==> src/rtl/fetch_stage_pkg.sv <==
// Shared fetch-stage definitions: reset/exception vectors, NOP encoding,
// fetch-state enumeration and a PC alignment helper.
package mips_defs;

  localparam logic [31:0] RESET_PC_DEF  = 32'hBFC0_0000;
  localparam logic [31:0] NOP_INSTR_DEF = 32'h0000_0000;
  localparam logic [31:0] EXC_VEC_BEV1  = 32'hBFC0_0380;
  localparam logic [31:0] EXC_VEC_BEV0  = 32'h8000_0180;

  typedef enum logic [1:0] {
    F_REQ,
    F_WAIT,
    F_HOLD
  } fetch_state_e;

  function automatic logic misaligned(input logic [31:0] pc);
    return pc[1:0] != 2'b00;
  endfunction

endpackage

==> src/rtl/fetch_stage_if_id_reg.sv <==
// IF/ID pipeline register: clear-to-bubble has priority over load;
// with neither, contents are held (decode stall).
module if_id_reg
  import mips_defs::*;
#(
  parameter logic [31:0] NOP_INSTR = NOP_INSTR_DEF
) (
  input  logic        clk,
  input  logic        rst,
  input  logic        clr,
  input  logic        load,
  input  logic [31:0] next_instr,
  input  logic [31:0] next_pc,
  input  logic [31:0] next_pc_plus4,
  input  logic        next_adel,
  input  logic        next_in_ds,
  output logic [31:0] instr,
  output logic [31:0] pc,
  output logic [31:0] pc_plus4,
  output logic        valid,
  output logic        adel,
  output logic        in_ds
);

  // Bubble insertion, instruction load, or hold.
  always_ff @(posedge clk or posedge rst) begin
    if (rst) begin
      instr    <= NOP_INSTR;
      pc       <= '0;
      pc_plus4 <= '0;
      valid    <= 1'b0;
      adel     <= 1'b0;
      in_ds    <= 1'b0;
    end else if (clr) begin
      instr <= NOP_INSTR;
      valid <= 1'b0;
      adel  <= 1'b0;
      in_ds <= 1'b0;
    end else if (load) begin
      instr    <= next_instr;
      pc       <= next_pc;
      pc_plus4 <= next_pc_plus4;
      valid    <= 1'b1;
      adel     <= next_adel;
      in_ds    <= next_in_ds;
    end
  end

endmodule

==> src/rtl/fetch_stage.sv <==
// Instruction fetch stage: owns pcF, runs the single-outstanding sram-like
// instruction bus, handles delayed-branch redirect, exception restart and
// misaligned-PC faults, and feeds the IF/ID register.
module fetch_stage
  import mips_defs::*;
#(
  parameter logic [31:0] RESET_PC  = RESET_PC_DEF,
  parameter logic [31:0] NOP_INSTR = NOP_INSTR_DEF
) (
  input  logic        clk,
  input  logic        rst,
  input  logic        stallD,
  input  logic        flushD,
  input  logic        is_branchD,
  input  logic        redirect,
  input  logic [31:0] redirect_pc,
  input  logic        exc_flush,
  input  logic [31:0] exc_pc,
  output logic        inst_req,
  output logic [31:0] inst_addr,
  input  logic        inst_addr_ok,
  input  logic        inst_data_ok,
  input  logic [31:0] inst_rdata,
  output logic [31:0] instrD,
  output logic [31:0] pcD,
  output logic [31:0] pc_plus4D,
  output logic        validD,
  output logic        adelD,
  output logic        in_dsD
);

  fetch_state_e state, state_n;
  logic [31:0]  pc_f, pc_f_n;
  logic         discard, discard_n;
  logic         redir_pend, redir_pend_n;
  logic [31:0]  redir_pc, redir_pc_n;
  logic         lock, lock_n;
  logic [31:0]  lock_addr, lock_addr_n;
  logic [31:0]  hold_instr, hold_instr_n;
  logic         last_br, last_br_n;

  logic         fault, avail, handoff, redir_now, d_clr;
  logic [31:0]  next_pc, fetched;

  // Bus outputs: an exception during an unaccepted request keeps the old
  // address (lock) until the bus takes it, so the request never changes early.
  always_comb begin
    inst_addr = lock ? lock_addr : pc_f;
    inst_req  = ~rst & (state == F_REQ) & (lock | ~misaligned(pc_f));
  end

  // Next-state, PC sequencing and hand-off decisions.
  always_comb begin
    state_n      = state;
    pc_f_n       = pc_f;
    discard_n    = discard;
    redir_pend_n = redir_pend;
    redir_pc_n   = redir_pc;
    lock_n       = lock;
    lock_addr_n  = lock_addr;
    hold_instr_n = hold_instr;
    last_br_n    = last_br;

    fault     = (state == F_REQ) & ~lock & misaligned(pc_f);
    avail     = ((state == F_WAIT) & inst_data_ok & ~discard) | (state == F_HOLD) | fault;
    handoff   = avail & ~stallD & ~flushD & ~exc_flush;
    redir_now = redirect & validD & ~stallD;
    d_clr     = exc_flush | flushD | (~stallD & ~avail);

    if (redir_pend)     next_pc = redir_pc;
    else if (redir_now) next_pc = redirect_pc;
    else                next_pc = pc_f + 32'd4;

    if (state == F_HOLD) fetched = hold_instr;
    else if (fault)      fetched = NOP_INSTR;
    else                 fetched = inst_rdata;

    if (exc_flush) begin
      pc_f_n       = exc_pc;
      redir_pend_n = 1'b0;
      last_br_n    = 1'b0;
      unique case (state)
        F_REQ: begin
          if (inst_req & inst_addr_ok) begin
            state_n   = F_WAIT;
            discard_n = 1'b1;
            lock_n    = 1'b0;
          end else if (inst_req & ~lock) begin
            lock_n      = 1'b1;
            lock_addr_n = pc_f;
          end
        end
        F_WAIT: begin
          if (inst_data_ok) begin
            state_n   = F_REQ;
            discard_n = 1'b0;
          end else begin
            discard_n = 1'b1;
          end
        end
        F_HOLD:  state_n = F_REQ;
        default: state_n = F_REQ;
      endcase
    end else begin
      if (redir_now) begin
        redir_pend_n = 1'b1;
        redir_pc_n   = redirect_pc;
      end
      // The branch may have left D as a bubble follows it, so remember
      // whether the last real instruction in D was a branch.
      if (validD & ~stallD) last_br_n = is_branchD;
      unique case (state)
        F_REQ: begin
          if (inst_req & inst_addr_ok) begin
            state_n = F_WAIT;
            if (lock) begin
              discard_n = 1'b1;
              lock_n    = 1'b0;
            end
          end
        end
        F_WAIT: begin
          if (inst_data_ok) begin
            if (discard) begin
              discard_n = 1'b0;
              state_n   = F_REQ;
            end else if (handoff) begin
              state_n = F_REQ;
            end else begin
              state_n      = F_HOLD;
              hold_instr_n = inst_rdata;
            end
          end
        end
        F_HOLD:  if (handoff) state_n = F_REQ;
        default: state_n = F_REQ;
      endcase
      if (handoff) begin
        pc_f_n       = next_pc;
        redir_pend_n = 1'b0;
      end
    end
  end

  // Fetch state and PC registers.
  always_ff @(posedge clk or posedge rst) begin
    if (rst) begin
      state      <= F_REQ;
      pc_f       <= RESET_PC;
      discard    <= 1'b0;
      redir_pend <= 1'b0;
      redir_pc   <= '0;
      lock       <= 1'b0;
      lock_addr  <= '0;
      hold_instr <= NOP_INSTR;
      last_br    <= 1'b0;
    end else begin
      state      <= state_n;
      pc_f       <= pc_f_n;
      discard    <= discard_n;
      redir_pend <= redir_pend_n;
      redir_pc   <= redir_pc_n;
      lock       <= lock_n;
      lock_addr  <= lock_addr_n;
      hold_instr <= hold_instr_n;
      last_br    <= last_br_n;
    end
  end

  if_id_reg #(
    .NOP_INSTR(NOP_INSTR)
  ) u_if_id (
    .clk          (clk),
    .rst          (rst),
    .clr          (d_clr),
    .load         (handoff),
    .next_instr   (fetched),
    .next_pc      (pc_f),
    .next_pc_plus4(pc_f + 32'd4),
    .next_adel    (fault),
    .next_in_ds   (validD ? is_branchD : last_br),
    .instr        (instrD),
    .pc           (pcD),
    .pc_plus4     (pc_plus4D),
    .valid        (validD),
    .adel         (adelD),
    .in_ds        (in_dsD)
  );

endmodule

==> config.mk <==
export PLATFORM = sky130hd
export DESIGN_NAME = fetch_stage
export DESIGN_NICKNAME = d
export VERILOG_FILES = /design/src/rtl/fetch_stage_pkg.sv /design/src/rtl/fetch_stage_if_id_reg.sv /design/src/rtl/fetch_stage.sv
export SDC_FILE = /design/constraint.sdc
export NUM_CORES = 1
export LEC_CHECK = 0
export ABC_AREA = 1
export BUFFER_PORTS_ARGS = -buffer_cell sky130_fd_sc_hd__clkbuf_2
export CAP_MARGIN = 5
export CORE_MARGIN = 4
export CORE_UTILIZATION = 50
export CTS_CLUSTER_DIAMETER = 120
export DETAILED_ROUTE_END_ITERATION = 7
export GPL_TIMING_DRIVEN = 0
export PLACE_DENSITY = 0.86
export REMOVE_ABC_BUFFERS = 1
export SLEW_MARGIN = 15
export SYNTH_ARGS = -nofsm -noshare
export SYNTH_HDL_FRONTEND = slang
export SYNTH_HIERARCHICAL = 1
export SYNTH_SLANG_ARGS = --single-unit
==> constraint.sdc <==
create_clock -name clk -period 3.3 [get_ports clk]
set_clock_uncertainty 0.05 [all_clocks]
set_input_delay 0 -clock clk [delete_from_list [all_inputs] [get_ports clk]]
set_output_delay 0 -clock clk [all_outputs]
set_load 0.05 [all_outputs]
==> flow_summary.toml <==
[synth]
avgSynthCellArea_um2 = 7.47
synth_cell_types = 36
synth_area_um2 = 11600
yosysWarnings = 6
synthCells = 1557
synth_seq_cells = 233
yosysSeqAreaShare = 0.502

[drt]
wl_per_cell_um = 18.4
drt_iter0_markers = 1490
routed_via_density = 5.66
drc = 0
ant_nets = 0
vias = 12400
wl_um = 40200
firstDrtPassIters = 6

[worst_setup_path]
end_kind = "flop"
cp.required_ps = 3650
cp-startpoint = "state[0]$_DFFE_PP0P_"
path_class = "reg2reg"
reg2reg_from = "state[0]$_DFFE_PP0P_"
arrival_ps = 3470
rrSetupSlack_ps = 180
rr_endpoint = "u_if_id/pc_plus4[13]$_DFFE_PP0P_"
worstRegToRegCells = 9
critPathMaxFanout = 65
startpoint_type = "flop"

[global_route]
overflow = 0
grt_max_degree = 79
grt_pass1_wl_um = 64300
track_usage = 0.303
first_global_vias = 12500
antenna_found_initial = 0

[cts]
cts_num_sinks = 233
htree_num_levels = 1
numCtsBuffers = 26
cts.path.max_buffers = 3
clk-insertion-delay-late_ps = 530
cts_tree = "yes"
path_clk_slew_ps = 60
clock-root-buffer = "clkbuf_16"

[floorplanning]
fp-row-count = 55
initial_core_util = 0.510
dieArea_um2 = 25800
ios = 237
coreArea_um2 = 22800
fp.dieH_um = 160
die_w_um = 160

[power_and_ir_drop]
p_per_area_nw_per_um2 = 719
p_leak_uw = 0.00806
vdd_drop_max_mv = 0.550

[sta]
worstMarginPinSlew_ps = 965
slew_headroom = 0.355
hold_viol = 0
rsz0062_at_grt = "no"
fmax_ghz = 0.321
setup_tns_ps = 0
finalMaxSlewViolations = 0
period_share = 0.945
setup_viol_count_final = 0
min_period_ps = 3120
whs_ps = 27.7

[placement]
place.gp.congestion = 0.835
port_buffers = 236
hpwl_um = 23300

[run]
max-cap-violations = 0

[layout]
area_growth_pct = 29.8
layout-drive-gt1-share = 0.175
nFillCells = 1728
finalNetCount = 1955

[worst_hold_path]
hp-class = "in2async"

[run_status]
status = "complete, no violations"
[cell families (layout without fill, tap and decap cells)]
| logic type | count (synthesis) | in the layout | synth area share |
|---|---|---|---|
| simple gates | 850 | 851 | 0.301 |
| xor+xnor | 6 | 6 | 0.00452 |
| flops | 233 | 233 | 0.502 |
| fa+ha+maj | 1 | 1 | 0.00108 |
| compound gates | 253 | 253 | 0.111 |
| other cells | 0 | 1 | 0 |
| buf+inv | 214 | 525 | 0.0796 |
[cell usage after synthesis]
cell type,instances,area [um^2]
nand2_1,586,2200
and2_1,1,6.26
inv_1,116,435
buf_2,35,175
inv_4,1,6.26
a21boi_0,2,15.0
clkbuf_1,34,128
nand3_2,2,20.0
o211ai_1,6,45.0
or2_1,1,6.26
xor2_1,6,52.6
nor3_4,1,16.3
ha_1,1,12.5
nor2_2,2,12.5
nand3b_1,1,7.51
nand4_4,1,21.3
buf_4,14,105
o21bai_1,1,7.51
buf_6,3,33.8
a31oi_1,1,6.26
nand2_2,1,6.26
clkbuf_2,1,5.00
nand3_1,170,851
nor2_4,1,11.3
inv_2,5,18.8
o21ai_0,147,736
a21oi_1,52,260
nand2_4,2,22.5
o22ai_1,4,25.0
nor2_1,78,293
dfstp_2,9,236
dfrtp_1,224,5610
nand4_2,1,12.5
buf_1,5,18.8
nand4_1,2,12.5
o21ai_1,40,200
[per-stage QoR]
step | instance area (um^2) | std cells | worst slack [ps] | util | total power (uW)
after global placement | 12700 | 2014 | -3560 | 0.559 | 7290
after detailed placement | 13000 | 2024 | -161 | 0.571 | 7450
final | 15100 | 2183 | 181 | 0.662 | 10900
after global routing | 15100 | 2182 | 52.8 | 0.662 | 11400
after floorplan | 11200 | 1465 | -1640 | - | 6390
after CTS | 15000 | 2180 | 82.6 | 0.661 | 10800
[registers in the layout, summed over array words and instances (netlist names), 2 cells and up]
name	cells
pc_f	32
u_if_id/pc	32
redir_pc	32
lock_addr	32
u_if_id/instr	32
hold_instr	32
u_if_id/pc_plus4	32
state	2
[routing by layer]
layer / wire length [um] / vias up / part of all wire / track usage
met5: 0 / - / 0 / 0
met4: 1610 / 0 / 0.040 / 0.121
met3: 4330 / 148 / 0.11 / 0.0611
met2: 19200 / 882 / 0.48 / 0.512
met1: 15000 / 5780 / 0.37 / 0.383
li1: - / 5555 / - / -
[critical path, cell delays in order, from the launching register on]
cell and delay (ps):
dfrtp_1 390, inv_2 490, nand2_1 220, nand3_2 160, o21ai_1 150, inv_4 420, buf_16 330, nand2_8 360
nand2_1 240, nand2_1 110
[area by class of cell]
| cell class | count | area [um^2] | share of cell area |
|---|---|---|---|
| tap | 313 | 392 | 0.0260 |
| timing repair buffer | 355 | 2520 | 0.167 |
| antenna | 1 | 2.50 | 0.000166 |
| sequential | 233 | 5850 | 0.388 |
| inverter | 122 | 478 | 0.0317 |
| multi-input combinational | 1111 | 4890 | 0.324 |
| clock buffer | 37 | 773 | 0.0512 |
| clock inverter | 11 | 180 | 0.0119 |
[timing repair]
action | 4_1_cts | 5_1_grt
hold buffers | 108 | 0
setup endpoints to repair | 65 | 69
resized for setup | 1 | 4
cloned | 0 | 1
setup buffers | 0 | 0
hold endpoints to repair | 358 | 0
pin swaps | 0 | 1
[placed cells by master (no fill, tap or decap), types with 6 or more instances in the layout]
cell type      netlist  routed
nand2_1            586     585
clkbuf_2             1     236
dfrtp_1            224     221
nand3_1            170     170
o21ai_0            147     146
inv_1              116     111
dlygate4sd3_1        0     108
nor2_1              78      78
a21oi_1             52      52
o21ai_1             40      41
clkbuf_16            0      27
dfstp_2              9       9
inv_2                5       6
o211ai_1             6       6
xor2_1               6       6
clkbuf_8             0       6
clkinv_2             0       6
buf_12               0       6
[power by group]
group          internal, uW  switching [uW]
registers              3490             493
clock network          2010            1200
logic                   909            2740
[worst max-delay path by stage]
stage,end
5_1_grt,u_if_id/pc_plus4[13]$_DFFE_PP0P_
6_report,u_if_id/pc_plus4[13]$_DFFE_PP0P_
3_5_place_dp,u_if_id/pc_plus4[7]$_DFFE_PP0P_
2_1_floorplan,lock_addr[10]$_DFFE_PP0P_
3_3_place_gp,lock_addr[21]$_DFFE_PP0P_
4_1_cts,u_if_id/pc_plus4[8]$_DFFE_PP0P_
Note: power is estimated with default switching activity, not from simulation.
